$ cat src/rtl/rst_sync_seq_pkg.sv
// ----------------------------------------------------------------------------
// rst_sync_seq_pkg
//
// Shared definitions for the reset synchroniser / release sequencer:
//   - state_e     : sequencer FSM states (ASSERT, RELEASE, DONE)
//   - DEF_*       : default values for the top-level parameters
//   - maxInt()    : elaboration-time helper for sizing counters
// ----------------------------------------------------------------------------
package rst_sync_seq_pkg;

    typedef enum logic [1:0] {
        ASSERT  = 2'd0,
        RELEASE = 2'd1,
        DONE    = 2'd2
    } state_e;

    localparam int DEF_NUM_CH      = 4;
    localparam int DEF_SYNC_STAGES = 3;
    localparam int DEF_MIN_ASSERT  = 16;
    localparam int DEF_RELEASE_GAP = 8;

    function automatic int maxInt(input int a, input int b);
        return (a > b) ? a : b;
    endfunction

endpackage

$ cat src/rtl/rst_sync_chain.sv
// ----------------------------------------------------------------------------
// rst_sync_chain
//
// Asynchronous-assert / synchronous-deassert reset synchroniser. Every stage
// is set to 1 immediately by rst_i and a 0 is shifted in from the front, so
// the output falls SYNC_STAGES clock edges after rst_i is released. A pulse
// on rst_i of any width sets the whole chain.
//
// Ports:
//   clk_i       clock of the destination domain
//   rst_i       asynchronous active-high reset
//   rst_sync_o  synchronised reset (last stage of the chain)
// ----------------------------------------------------------------------------
module rst_sync_chain #(
    parameter int SYNC_STAGES = 3
) (
    input  logic clk_i,
    input  logic rst_i,
    output logic rst_sync_o
);

    logic [SYNC_STAGES-1:0] sync_q;

    // Shift register: bit 0 is the first stage, bit SYNC_STAGES-1 the output.
    always_ff @(posedge clk_i or posedge rst_i) begin
        if (rst_i) begin
            sync_q <= '1;
        end else begin
            sync_q <= {sync_q[SYNC_STAGES-2:0], 1'b0};
        end
    end

    assign rst_sync_o = sync_q[SYNC_STAGES-1];

endmodule

$ cat src/rtl/rst_sync_seq.sv
// ----------------------------------------------------------------------------
// rst_sync_seq
//
// Reset synchroniser and release sequencer. The system reset is synchronised
// into the clk domain, all channel resets are held for MIN_ASSERT cycles after
// the synchronised reset falls, and then channels are released one at a time
// in ascending order, RELEASE_GAP cycles apart.
//
// Ports:
//   clk           single clock for the block
//   rst           asynchronous active-high reset (asserts all outputs at once)
//   sw_rst_req    synchronous software request to re-run the sequence
//                 (only present when RST_SYNC_SEQ_SW_REQ_EN is defined)
//   ch_rst_o      per-channel active-high resets
//   all_released  high once every channel has been released
//   busy          high whenever the sequencer is not in DONE
//
// Build option:
//   RST_SYNC_SEQ_SW_REQ_EN  adds the sw_rst_req port; without it only rst
//                           restarts the sequence.
// ----------------------------------------------------------------------------
module rst_sync_seq
    import rst_sync_seq_pkg::*;
#(
    parameter int NUM_CH      = DEF_NUM_CH,
    parameter int SYNC_STAGES = DEF_SYNC_STAGES,
    parameter int MIN_ASSERT  = DEF_MIN_ASSERT,
    parameter int RELEASE_GAP = DEF_RELEASE_GAP
) (
    input  logic              clk,
    input  logic              rst,
`ifdef RST_SYNC_SEQ_SW_REQ_EN
    input  logic              sw_rst_req,
`endif
    output logic [NUM_CH-1:0] ch_rst_o,
    output logic              all_released,
    output logic              busy
);

    localparam int CNT_W = $clog2(maxInt(MIN_ASSERT, RELEASE_GAP) + 1);
    localparam int IDX_W = maxInt(1, $clog2(NUM_CH));

    localparam logic [CNT_W-1:0] MIN_CNT  = CNT_W'(MIN_ASSERT);
    localparam logic [CNT_W-1:0] GAP_CNT  = CNT_W'(RELEASE_GAP);
    localparam logic [IDX_W-1:0] LAST_IDX = IDX_W'(NUM_CH - 1);

    logic              rstSync;
    logic              swReq;

    state_e            state_q, state_d;
    logic [CNT_W-1:0]  cnt_q, cnt_d;
    logic [CNT_W-1:0]  cntInc;
    logic [IDX_W-1:0]  idx_q, idx_d;
    logic [NUM_CH-1:0] chRst_q, chRst_d;
    logic              allReleased_q, allReleased_d;
    logic              busy_q, busy_d;

    rst_sync_chain #(
        .SYNC_STAGES (SYNC_STAGES)
    ) u_sync (
        .clk_i      (clk),
        .rst_i      (rst),
        .rst_sync_o (rstSync)
    );

`ifdef RST_SYNC_SEQ_SW_REQ_EN
    assign swReq = sw_rst_req;
`else
    assign swReq = 1'b0;
`endif

    assign cntInc = cnt_q + 1'b1;

    // Next-state logic. A software request takes priority over any release
    // scheduled on the same edge, and in ASSERT it simply restarts the window.
    always_comb begin
        state_d       = state_q;
        cnt_d         = cnt_q;
        idx_d         = idx_q;
        chRst_d       = chRst_q;
        allReleased_d = allReleased_q;
        busy_d        = busy_q;

        case (state_q)
            ASSERT: begin
                if (rstSync || swReq) begin
                    cnt_d = '0;
                end else if (cntInc == MIN_CNT) begin
                    chRst_d[0] = 1'b0;
                    idx_d      = IDX_W'(1);
                    cnt_d      = '0;
                    if (NUM_CH == 1) begin
                        state_d       = DONE;
                        allReleased_d = 1'b1;
                        busy_d        = 1'b0;
                    end else begin
                        state_d = RELEASE;
                    end
                end else begin
                    cnt_d = cntInc;
                end
            end

            RELEASE: begin
                if (swReq) begin
                    state_d       = ASSERT;
                    cnt_d         = '0;
                    idx_d         = '0;
                    chRst_d       = '1;
                    allReleased_d = 1'b0;
                    busy_d        = 1'b1;
                end else if (cntInc == GAP_CNT) begin
                    chRst_d[idx_q] = 1'b0;
                    idx_d          = idx_q + 1'b1;
                    cnt_d          = '0;
                    if (idx_q == LAST_IDX) begin
                        state_d       = DONE;
                        allReleased_d = 1'b1;
                        busy_d        = 1'b0;
                    end
                end else begin
                    cnt_d = cntInc;
                end
            end

            DONE: begin
                if (swReq) begin
                    state_d       = ASSERT;
                    cnt_d         = '0;
                    idx_d         = '0;
                    chRst_d       = '1;
                    allReleased_d = 1'b0;
                    busy_d        = 1'b1;
                end
            end

            default: begin
                state_d       = ASSERT;
                cnt_d         = '0;
                idx_d         = '0;
                chRst_d       = '1;
                allReleased_d = 1'b0;
                busy_d        = 1'b1;
            end
        endcase
    end

    // State and output registers. The raw rst (not the synchronised one)
    // clears them so every output asserts without waiting for a clock.
    always_ff @(posedge clk or posedge rst) begin
        if (rst) begin
            state_q       <= ASSERT;
            cnt_q         <= '0;
            idx_q         <= '0;
            chRst_q       <= '1;
            allReleased_q <= 1'b0;
            busy_q        <= 1'b1;
        end else begin
            state_q       <= state_d;
            cnt_q         <= cnt_d;
            idx_q         <= idx_d;
            chRst_q       <= chRst_d;
            allReleased_q <= allReleased_d;
            busy_q        <= busy_d;
        end
    end

    assign ch_rst_o     = chRst_q;
    assign all_released = allReleased_q;
    assign busy         = busy_q;

endmodule

$ cat config.mk
export PLATFORM = sky130hd
export DESIGN_NAME = rst_sync_seq
export DESIGN_NICKNAME = d
export VERILOG_FILES = /design/src/rtl/rst_sync_seq_pkg.sv /design/src/rtl/rst_sync_chain.sv /design/src/rtl/rst_sync_seq.sv
export SDC_FILE = /design/constraint.sdc
export NUM_CORES = 1
export LEC_CHECK = 0
export ABC_AREA = 1
export CORE_AREA = 3 3 58 60
export DETAILED_ROUTE_END_ITERATION = 7
export DIE_AREA = 0 0 61 63
export PLACE_DENSITY_LB_ADDON = 0.1
export SYNTH_ARGS = -nofsm -noshare
export SYNTH_HDL_FRONTEND = slang
export SYNTH_HIERARCHICAL = 1
export SYNTH_SLANG_ARGS = --single-unit
$ cat constraint.sdc
create_clock -name clk -period 1.5 [get_ports clk]
set_input_delay 0.225 -clock clk [delete_from_list [all_inputs] [get_ports clk]]
set_output_delay 0.225 -clock clk [all_outputs]
set_load 0.02 [all_outputs]
==> out/metrics.cfg, run 1 <==
[outcome]
status=complete, no violations

[critical_path]
max_stage_delay_ns=0.56
endpoint_kind=output pin
worstPathCellList=dlygate4sd2_1
cp.arrival_ns=1.20
r2r_end=idx_q[0]
cp.depth=1
crit_family=flip-flops
worstSetupStartpointType=flip-flop
slowest_stage=dfstp_2
rr_startpoint=cnt_q[1]
cp-endpoint=ch_rst_o[0]
crit_path_start=ch_rst_o[0]
critPathRequiredTime_ns=1.27
regToRegSetupSlack_ns=0.10
reg2regPathDepth=10
criticalPathCategory=reg -> out
path_buf_inv=1
crit_fanout=3

[power_and_ir_drop]
ir_drop_v=0.000623
p_per_area_nw_per_um2=1650
total_power_w=0.00190
p_leak_nw=0.580

[logic_synthesis]
synth-xor-area-share_pct=0
synthSimpleGateAreaFrac_pct=33.7
synth_top_family_by_area=simple AND/OR/NAND/NOR gates
synth_compound_area_share_pct=4.76
synth-adder-area-share_pct=6.43
ys_ff_latch=18
ys_warn_count=6
syn_nets=119
synth_area_um2=973
syn_inst=112
synth.avg_cell_area_um2=8.69
ys_types=24
synth_mux_area_share_pct=0
synth-async-reset-ratio_pct=100
yosysSeqAreaShare_pct=47.3
synth_top_cell_area_share_pct=25.7
yosysTopAreaCell=dfrtp_1
synth.area.top_cells=dfrtp_1 (26%), dfstp_2 (22%), nand2_1 (12%), ha_1 (6.4%), nand3_1 (4.6%)
synth_edf_count=0
ys.flop_type=dfrtp_1

[die]
start_util_pct=32.7
ioPinCount=8
core_um2=2980
row_count=20
dieArea_um2=3840
die_w_um=61
die_y_um=63

[clocking]
cts_buffers=3
clockBufferDepth=2
clk_pin_slew_worst_paths_ns=0.11
cts.sink_count=18
cts_max_level=1
cts_root_buffer=clkbuf_4
cts_tree=done
clk-insertion-delay-late_ns=0.30

[routing]
drt_iter0_drc=36
ant_nets=0
drc=0
routed_wl_mm=1.84
first_pass_iters=4
vias=750
avgViaCountPerCell=4.69
routedWlPerCell_um=11.5

[placement]
pre_cts_slack_ns=0.0785
hpwlAfterDp_mm=1.37
gp_congestion=0.885
io_buffers=7

[timing]
fin_crit_sh_pct=94.8
timing.final.max_slew_violations=0
setup_ws_ns=0.0775
setup_violations=0
rsz0062_at_grt=true
finalClockSkew_ns=0.00108
period_needed_ns=1.42
hold_violations=0
fmax_ghz=0.703

[cells_and_area]
multi_input_area_um2=448
fillers=300
register_area_um2=460
areaGrowthSynthToFinish_pct=18.5
diodes=0
drive_gt1_share_pct=25.2
final_nets=135

[global_routing]
grt_pass1_wl_mm=3.35
track_usage_pct=11.4
grt_pass1_vias=720
grt_start_max_net_pins=16
antenna_found_initial=0
overflow=0

[worst_hold_path]
min_path_type=in -> async

[job]
maxCapViolations=0

[kinds of logic after synthesis]
| group | after synthesis |
|---|---|
| AO/OA/AOI/OAI | 8 |
| flip-flops | 18 |
| AND/OR/NAND/NOR | 63 |
| other | 1 |
| adder cells (fa/ha/maj) | 5 |
| buffers and inverters | 17 |
[power breakdown]
part / internal [W] / switching [W] / leakage (nW)
Sequential: 0.000621 / 0.000112 / 0.214
Combinational: 0.000332 / 0.000524 / 0.345
Clock: 0.000148 / 0.000167 / 0.0210
[cells in the final DEF (no fill, tap or decap)]
master,count
nand2_1,30
inv_1,12
dfrtp_1,10
nand3_1,9
dfstp_2,8
nor2_1,6
nand4_1,6
buf_4,6
dlygate4sd2_1,5
nand2_2,4
ha_1,4
o21ai_0,3
inv_2,3
clkbuf_4,3
nand3_2,2
nand3_4,2
o21ai_1,2
nor2_4,1
nand2_4,1
nand3b_1,1
o31ai_1,1
o211ai_1,1
nor3_1,1
o22ai_1,1
ha_2,1
clkbuf_8,1
clkdlybuf4s50_1,1
dlymetal6s2s_1,1
conb_1,1
[Yosys cell counts, types with 3 or more instances]
library cell   n
nand2_1       32
nand4_1        6
dfstp_2        8
dfrtp_1       10
inv_2          3
inv_1         12
nand3_1        9
nor2_1         6
o21ai_0        3
ha_1           5
[repair_timing]
action                                  4_1_cts  5_1_grt
pin swaps                                     0        5
endpoints found under the setup margin        5        7
endpoints found under the hold margin         0        0
hold buffers                                  0        0
resized for setup                             5        4
setup buffers                                 0        1
cloned                                        0        0
[layer usage]
metal | global-route usage [%] | share of wire [%] | up-vias
li1 | - | - | 390
met1 | 17.4 | 52 | 341
met2 | 15.5 | 43 | 15
met3 | 2.48 | 4.0 | 4
met4 | 4.07 | 1.4 | 0
met5 | 0 | 0 | -
[metrics by stage]
step / area, um^2 / hold slack [ns] / setup TNS (ns) / cells / utilization, %
3_5_place_dp: 1110 / 0.348 / 0 / 155 / 37.1
2_1_floorplan: 973 / 0.123 / 0 / 112 / -
6_report: 1150 / 0.237 / 0 / 160 / 38.7
5_1_grt: 1150 / 0.284 / -0.0234 / 160 / 38.7
3_3_place_gp: 1110 / 0.347 / 0 / 155 / 37.1
4_1_cts: 1140 / 0.251 / 0 / 159 / 38.2
[how the worst min path moves through the flow]
| stage | end | slack (ns) | cells after the start |
|---|---|---|---|
| global placement | u_sync/sync_q[2] | 0.35 | 0 |
| detailed placement | u_sync/sync_q[1] | 0.35 | 0 |
| CTS | state_q[0] | 0.25 | 3 |
| global route | state_q[0] | 0.28 | 3 |
| finish | cnt_q[1] | 0.24 | 3 |
| floorplan | all_released | 0.12 | 1 |
[area by class of cell]
class	count	share of cell area [%]
flip-flops and latches	18	39.9
multi-input cells	77	38.8
repair buffers	13	9.65
inverters	15	4.88
well taps	33	3.58
clock buffers	4	3.15
[registers in the layout (all words and copies together), names as in the netlist]
register / cells
ch_rst_o: 4
busy: 1
u_sync/sync_q: 3
idx_q: 2
state_q: 2
all_released: 1
cnt_q: 5
Power figures use the tool's default switching activity.
==> inputs of run 2 (changes only) <==
- clock period: 1.5 -> 1.8 ns (I/O delays scaled with it)
==> out/metrics.cfg, run 2 (synthesis results as in run 1) <==
[power_and_ir_drop]
p_per_area_nw_per_um2=1340  ; -19%
ir_drop_v=0.000381  ; -39%
power_frac_comb_pct=40.9  ; -4.1 points
p_clk_share_pct=14.5  ; -2.0 points
internal_power_w=0.000829  ; -25%
total_power_w=0.00147  ; -23%
seq_power_share_pct=44.7  ; +6.2 points
sw_frac_of_total_pct=43.8  ; +1.6 points
power_switching_w=0.000646  ; -20%
p_leak_nw=0.509  ; -12%

[routing]
vias=722  ; -3.7%
first_pass_iters=4  ; unchanged
routedWlPerCell_um=12.0  ; +4.3%
ant_nets=0  ; unchanged
drt_iter0_drc=20  ; -44%
avgViaCountPerCell=4.66  ; -0.63%
routed_wl_mm=1.86  ; +1.1%
drc=0  ; unchanged

[cells_and_area]
largest_reg_flops=5  ; unchanged
areaGrowthSynthToFinish_pct=13.2
regMostFlops=cnt_q
drive_gt1_share_pct=18.9  ; -6.3 points
layout_commonest_cell=nand2_1
diodes=0  ; unchanged
final_cell_mix=nand2_1 (32), inv_1 (12), dfrtp_1 (10)
final_nets=130  ; -3.7%

[timing]
finalClockSkew_ns=0.00585  ; +0.00477 ns
hold_violations=0  ; unchanged
setup_violations=0  ; unchanged
final.setup.tns_ns=0  ; unchanged
fmax_ghz=0.584
timing.final.max_slew_violations=0  ; unchanged
fin_crit_sh_pct=95.1
rsz0062_at_grt=false
period_needed_ns=1.71

[die]
die_y_um=63  ; unchanged
row_count=20  ; unchanged
start_util_pct=32.7  ; unchanged
ioPinCount=8  ; unchanged
die_w_um=61  ; unchanged
core_um2=2980  ; unchanged
dieArea_um2=3840  ; unchanged

[placement]
hpwlAfterDp_mm=1.43  ; +3.9%
gp_congestion=0.806  ; -9.0%
io_buffers=7  ; unchanged

[clocking]
clockBufferDepth=2  ; unchanged
clk-insertion-delay-late_ns=0.30  ; about the same
clk_pin_slew_worst_paths_ns=0.10  ; about the same
cts_buffers=3  ; unchanged
cts_root_buffer=clkbuf_4
post-cts-setup-buffer-count=0  ; unchanged
cts.hold.buffers_added=0  ; unchanged
cts_max_level=1  ; unchanged
cts_tree=done
ctsResizeCount=0  ; -5
cts.sink_count=18  ; unchanged

[global_routing]
overflow=0  ; unchanged
grt_pass1_wl_mm=3.45  ; +2.9%
grt_pass1_vias=754  ; +4.7%
antenna_found_initial=0  ; unchanged
grt_start_max_net_pins=13  ; -3
track_usage_pct=11.9  ; +0.53 points

[critical_path]
rr_startpoint=cnt_q[0]
path_buf_inv=1  ; unchanged
crit_fanout=3  ; unchanged
worstPathCellList=clkdlybuf4s50_1
critPathRequiredTime_ns=1.53  ; +0.26 ns
criticalPathCategory=reg -> out
crit_path_start=ch_rst_o[0]
max_stage_delay_ns=0.60  ; +0.04 ns
worstSetupStartpointType=flip-flop
slowest_stage=clkdlybuf4s50_1
cp.arrival_ns=1.44  ; +0.24 ns
crit_family=buffers and inverters
endpoint_kind=output pin

[outcome]
status=complete, no violations

[worst_hold_path]
min_path_type=in -> async

[job]
maxCapViolations=0  ; unchanged

run 2: final cells by class:
type                            instances  area (um^2)
Multi-Input combinational cell         77          440
Sequential cell                        18          460
Inverter                               15         56.3
Fill cell                             306         1880
Tap cell                               33         41.3
Clock buffer                            4         26.3
Timing Repair Buffer                    8         77.6
run 2: per-layer routing:
layer	routed length [um]	vias up	global-route usage, %
met5	0	-	0
met4	31	0	6.50
met3	72	3	2.48
met2	774	21	16.2
met1	981	321	17.3
li1	-	377	-
run 2: final timing paths:
kind / slack, ns / depth (start not counted) / to
setup / recovery: 0.09 / 1 / ch_rst_o[0]
hold / removal: 0.25 / 2 / idx_q[1]
setup reg to reg: 0.25 / 10 / state_q[0]
hold reg to reg: 0.36 / 0 / u_sync/sync_q[1]
max in group asynchronous: 1.04 / 3 / busy
min in group clk: 0.36 / 0 / u_sync/sync_q[1]
run 2: metrics by stage:
stage	instance area, um^2	cells	util (%)	worst slack, ns	hold WS [ns]
2_1_floorplan	973	112	-	0.409	0.168
3_3_place_gp	1080	151	36.1	0.298	0.347
3_5_place_dp	1080	151	36.1	0.296	0.349
4_1_cts	1100	155	37.0	0.0655	0.261
5_1_grt	1100	155	37.0	0.0246	0.267
6_report	1100	155	37.0	0.0884	0.252
run 2: power groups by stage:
stage / combinational (W) / sequential (W) / clock, W
after global routing: 0.000693 / 0.000681 / 0.000252
after floorplan: 0.000498 / 0.000629 / 0
after CTS: 0.000610 / 0.000656 / 0.000230
after global placement: 0.000613 / 0.000658 / 0
after detailed placement: 0.000609 / 0.000662 / 0
final: 0.000602 / 0.000658 / 0.000214
==> inputs of run 3 (changes only) <==
- CTS_CLUSTER_DIAMETER: unset -> 50
- SLEW_MARGIN: unset -> 40
==> results of run 3 <==
The final DEF is identical to that of run 2; final timing and power are the same.
